File: config.mk
export PLATFORM = sky130hd
export DESIGN_NAME = instr_encode_loader
export DESIGN_NICKNAME = d
export VERILOG_FILES = /design/src/rtl/instr_encode_loader_pkg.sv /design/src/rtl/instr_field_pack.sv /design/src/rtl/instr_encode_loader.sv
export SDC_FILE = /design/constraint.sdc
export NUM_CORES = 1
export LEC_CHECK = 0
export ABC_AREA = 1
export CORE_MARGIN = 2
export CORE_UTILIZATION = 34
export CTS_BUF_LIST = sky130_fd_sc_hd__clkbuf_16
export DETAILED_ROUTE_END_ITERATION = 8
export GPL_ROUTABILITY_DRIVEN = 0
export GPL_TIMING_DRIVEN = 0
export SETUP_SLACK_MARGIN = 0.1
export SLEW_MARGIN = 20
export SYNTH_ARGS = -nofsm -noshare
export SYNTH_HDL_FRONTEND = slang
export SYNTH_HIERARCHICAL = 1
export SYNTH_SLANG_ARGS = --single-unit
File: constraint.sdc
create_clock -name clk -period 1.45 [get_ports clk]
set_clock_uncertainty 0.2 [all_clocks]
set_input_delay 0.435 -clock clk [delete_from_list [all_inputs] [get_ports clk]]
set_output_delay 0.435 -clock clk [all_outputs]
set_load 0.02 [all_outputs]
File: src/rtl/instr_encode_loader_pkg.sv
// instr_encode_loader_pkg: shared opcodes, field widths, error codes and FSM states for the program loader.
package instr_encode_loader_pkg;
    localparam logic [2:0] OP_LW   = 3'b000;
    localparam logic [2:0] OP_SW   = 3'b001;
    localparam logic [2:0] OP_JUMP = 3'b010;
    localparam logic [2:0] OP_ADDI = 3'b100;
    localparam int IMM_W   = 3;
    localparam int JADDR_W = 5;
    localparam logic [1:0] ERR_NONE  = 2'd0;
    localparam logic [1:0] ERR_RANGE = 2'd1;
    localparam logic [1:0] ERR_OVF   = 2'd2;
    typedef enum logic [1:0] {S_IDLE, S_LOAD, S_DONE, S_ERROR} state_t;
endpackage

File: src/rtl/instr_field_pack.sv
// instr_field_pack: packs opcode/register/value fields into an 8-bit word and flags values too wide for their field.
module instr_field_pack
    import instr_encode_loader_pkg::*;
(
    input  logic [2:0] i_op,
    input  logic [1:0] i_rfield,
    input  logic [7:0] i_value,
    output logic [7:0] o_word,
    output logic       o_range_err
);
    logic w_itype;
    always_comb begin
        w_itype     = (i_op == OP_LW) || (i_op == OP_SW) || (i_op == OP_ADDI);
        o_word      = w_itype ? {i_op, i_rfield, i_value[IMM_W-1:0]} : {i_op, i_value[JADDR_W-1:0]};
        o_range_err = w_itype ? |i_value[7:IMM_W] : |i_value[7:JADDR_W];
    end
endmodule

File: src/rtl/instr_encode_loader.sv
// instr_encode_loader: accepts instruction field bundles and writes packed words to instruction memory from address 0.
module instr_encode_loader
    import instr_encode_loader_pkg::*;
#(
    parameter int ADDR_W = 5
) (
    input  logic              clk,
    input  logic              reset,
    input  logic              start,
    input  logic              in_valid,
    output logic              in_ready,
    input  logic [2:0]        in_op,
    input  logic [1:0]        in_rfield,
    input  logic [7:0]        in_value,
    input  logic              in_last,
    output logic              mem_we,
    output logic [ADDR_W-1:0] mem_addr,
    output logic [7:0]        mem_wdata,
    output logic              busy,
    output logic              done,
    output logic              error,
    output logic [1:0]        err_code,
    output logic [ADDR_W:0]   word_count
);
    localparam logic [ADDR_W:0] LAST_ADDR = {1'b0, {ADDR_W{1'b1}}};

    state_t              r_state;
    logic                r_mem_we;
    logic [ADDR_W-1:0]   r_mem_addr;
    logic [7:0]          r_mem_wdata;
    logic                r_done;
    logic                r_error;
    logic [1:0]          r_err_code;
    logic [ADDR_W:0]     r_count;
    logic [7:0]          w_word;
    logic                w_range_err;

    instr_field_pack u_pack (
        .i_op        (in_op),
        .i_rfield    (in_rfield),
        .i_value     (in_value),
        .o_word      (w_word),
        .o_range_err (w_range_err)
    );

    assign in_ready   = (r_state == S_LOAD);
    assign busy       = (r_state == S_LOAD);
    assign mem_we     = r_mem_we;
    assign mem_addr   = r_mem_addr;
    assign mem_wdata  = r_mem_wdata;
    assign done       = r_done;
    assign error      = r_error;
    assign err_code   = r_err_code;
    assign word_count = r_count;

    // word_count doubles as the next write address; it never exceeds DEPTH so the address cannot wrap
    always_ff @(posedge clk or posedge reset) begin
        if (reset) begin
            r_state     <= S_IDLE;
            r_mem_we    <= 1'b0;
            r_mem_addr  <= '0;
            r_mem_wdata <= '0;
            r_done      <= 1'b0;
            r_error     <= 1'b0;
            r_err_code  <= ERR_NONE;
            r_count     <= '0;
        end else begin
            r_mem_we <= 1'b0;
            case (r_state)
                S_LOAD: if (in_valid) begin
                    r_mem_addr <= r_count[ADDR_W-1:0];
                    if (w_range_err) begin
                        r_state    <= S_ERROR;
                        r_error    <= 1'b1;
                        r_err_code <= ERR_RANGE;
                    end else begin
                        r_mem_we    <= 1'b1;
                        r_mem_wdata <= w_word;
                        r_count     <= r_count + (ADDR_W+1)'(1);
                        if (in_last) begin
                            r_state <= S_DONE;
                            r_done  <= 1'b1;
                        end else if (r_count == LAST_ADDR) begin
                            r_state    <= S_ERROR;
                            r_error    <= 1'b1;
                            r_err_code <= ERR_OVF;
                        end
                    end
                end
                default: if (start) begin
                    r_state    <= S_LOAD;
                    r_count    <= '0;
                    r_mem_addr <= '0;
                    r_done     <= 1'b0;
                    r_error    <= 1'b0;
                    r_err_code <= ERR_NONE;
                end
            endcase
        end
    end
endmodule

==> results.sh <==
export IMPL_end_kind="primary output"
export IMPL_hpwl_um=2207
export IMPL_synthToLayoutAreaGrowth_pct=79.96
export IMPL_slew_headroom=0.6192
export IMPL_synth_cell_types=22
export IMPL_leakage_nw=1.210
export IMPL_p_total_mw=3.656
export IMPL_coreArea_um2=3689
export IMPL_cp_data_required_time_ps=820
export IMPL_cts_buffers=3
export IMPL_portBuffers=40
export IMPL_vias=1349
export IMPL_min_period_over_period=1.196
export IMPL_async_flop_share=1.000
export IMPL_synth_ff_type="dfrtp_1"
export IMPL_grt_ovfl_total=0
export IMPL_num_rows=22
export IMPL_nets=263
export IMPL_violations="negative setup slack"
export IMPL_cts_tree="yes"
export IMPL_status="complete, but fails checks"
export IMPL_dr_pass1_iters=5
export IMPL_synth_nets=176
export IMPL_yosysSeqAreaShare=0.4915
export IMPL_worstSetupPathType="reg2out"
export IMPL_yosysWarnings=6
export IMPL_viasPerCell=4.636
export IMPL_final_hold_viol_count=0
export IMPL_ant_nets=0
export IMPL_avgSynthCellArea_um2=8.432
export IMPL_syn_inst=157
export IMPL_arrival_ps=1100
export IMPL_drv_slew=0
export IMPL_hold_class="in2reg"
export IMPL_die_w_um=66.40
export IMPL_die_h_um=66.40
export IMPL_cts_path_max_buffers=2
export IMPL_drt_iter0_markers=65
export IMPL_path_common_cell="buf_6"
export IMPL_n_antenna_cell=0
export IMPL_ios=44
export IMPL_peakVddDrop_v=0.0006322
export IMPL_wl_per_cell_um=12.34
export IMPL_whs_ps=174.5
export IMPL_final_setup_worst_slack_ps=-283.6
export IMPL_drv_cap=0
export IMPL_cts_root_buf="clkbuf_16"
export IMPL_ys_ff_latch=26
export IMPL_clkTransAtPathRegs_ps=70
export IMPL_grt_total_usage=0.1737
export IMPL_initial_core_util=0.3589
export IMPL_cts_htree_levels=1
export IMPL_min_period_ps=1734
export IMPL_crit_path_top_delay_cell="dfrtp_1"
export IMPL_clock_sinks=26
export IMPL_fillCellCount=312
export IMPL_worst_path_max_fanout=3
export IMPL_pre_cts_ws_ps=-747.9
export IMPL_grt_pass1_vias=1358
export IMPL_netlist_area_um2=1324
export IMPL_max_freq_mhz=576.8
export IMPL_cp_slowest_stage_delay_ps=370
export IMPL_grt_first_pass_wirelength_um=5796
export IMPL_antenna_found_initial=0
export IMPL_clk_insertion_delay_late_ps=260
export IMPL_drive_above_1_share=0.5761
export IMPL_synth_edff_count=0
export IMPL_drc=0
export IMPL_routed_wl_um=3590
export IMPL_grt_max_degree=27
export IMPL_powerDensity_nw_per_um2=1534
export IMPL_setup_viol=25
export IMPL_die_area_um2=4408
export IMPL_startpoint_type="register"
export IMPL_rsz0062_at_grt="yes"
export IMPL_crit_chain="inv_2, nand2_4, clkinvlp_4, buf_6, buf_6"
export IMPL_tightest_slew_ps=569.9
critical path, delay by kind of cell, from the launching register on:
family | cells | cell delay [ps]
buf+inv | 4 | 400
simple gates | 1 | 70
flops | 1 | 370
what timing repair did:
item,CTS,global route
endpoints found under the setup margin,78,52
gates resized for setup,212,13
hold buffers,0,0
pin swaps,16,3
setup buffers,33,8
hold endpoints to repair,0,0
gates cloned,2,1
logic make-up (layout without fill, tap and decap cells):
family                   count (synthesis)  in the layout  share of synthesized area
AND/OR/NAND/NOR                         98             99                     0.3677
flip-flops                              26             26                     0.4915
buffers and inverters                   23            108                    0.09546
AO/OA/AOI/OAI                            9              9                    0.03592
adder cells (fa/ha/maj)                  1              1                   0.009450
cell usage after synthesis (2+ instances only):
cell type	count	share of area
inv_2	4	0.011
nand3_2	2	0.015
o21ai_1	2	0.0076
nor2_1	4	0.011
nand2_4	2	0.017
a21oi_1	2	0.0076
buf_4	7	0.040
nand2_1	52	0.15
nand4_1	3	0.014
nand3_1	17	0.064
o21ai_0	4	0.015
inv_1	10	0.028
nand2_2	12	0.057
nor2_2	3	0.014
dfrtp_1	26	0.49
cell type report:
cell class / count / area, µm² / area share
Multi-Input combinational cell: 109 / 693.2 / 0.2910
Tap cell: 48 / 60.06 / 0.02521
Clock inverter: 1 / 3.754 / 0.001576
Timing Repair Buffer: 80 / 749.5 / 0.3146
Timing Repair inverter: 1 / 6.256 / 0.002626
Sequential cell: 26 / 654.4 / 0.2747
Inverter: 15 / 68.82 / 0.02889
Buffer: 8 / 71.32 / 0.02994
Clock buffer: 3 / 75.07 / 0.03151
flip-flops by register name, summed over array words and instances, names as in the netlist:
register    flops
word_count      6
error           1
r_state         2
mem_wdata       8
mem_addr        5
err_code        2
mem_we          1
done            1
path summary, 6_finish.rpt:
check,start,to,slack (ps),cells past startpoint
min in group asynchronous,reset,word_count[4],380,2
max reg2reg,r_state[1],word_count[3],-180,9
max in group asynchronous,reset,word_count[0],320,2
max,r_state[1],in_ready,-280,5
min,in_value[1],mem_wdata[1],170,3
min reg2reg,error,error,300,2
power by group:
group	total (mW)	switching (mW)	internal, mW
combinational	1.97	0.959	1.01
sequential	1.06	0.144	0.918
clock	0.623	0.253	0.369
total	3.66	1.36	2.30
through the flow:
stage / instance area [µm²] / utilization / setup TNS (ps) / cells
6_report: 2382 / 0.6459 / -2998 / 291
5_1_grt: 2382 / 0.6459 / -4633 / 291
4_1_cts: 2308 / 0.6258 / -4529 / 284
3_5_place_dp: 1852 / 0.5020 / -32570 / 245
3_3_place_gp: 1852 / 0.5020 / -31180 / 245
2_1_floorplan: 1391 / - / -1661 / 157
cell usage in the layout, fill, tap and decap left out, drive strengths merged:
master / n
dlygate4sd2: 1
clkdlybuf4s50: 5
ha: 1
dfrtp: 26
nor3: 1
clkinv: 1
buf: 82
clkbuf: 3
nand4: 3
nand3: 19
clkinvlp: 2
inv: 14
nor2: 10
nand2: 66
o21ai: 6
a21oi: 2
o21a: 1
metal layers:
| metal | track usage | vias to the layer above | part of all wire |
|---|---|---|---|
| met2 | 0.3238 | 29 | 0.54 |
| li1 | - | 664 | - |
| met5 | 0 | - | 0 |
| met3 | 0.02726 | 2 | 0.031 |
| met4 | 0.06888 | 0 | 0.0081 |
| met1 | 0.1947 | 654 | 0.42 |
No activity file was read; power rests on OpenSTA's default activity.
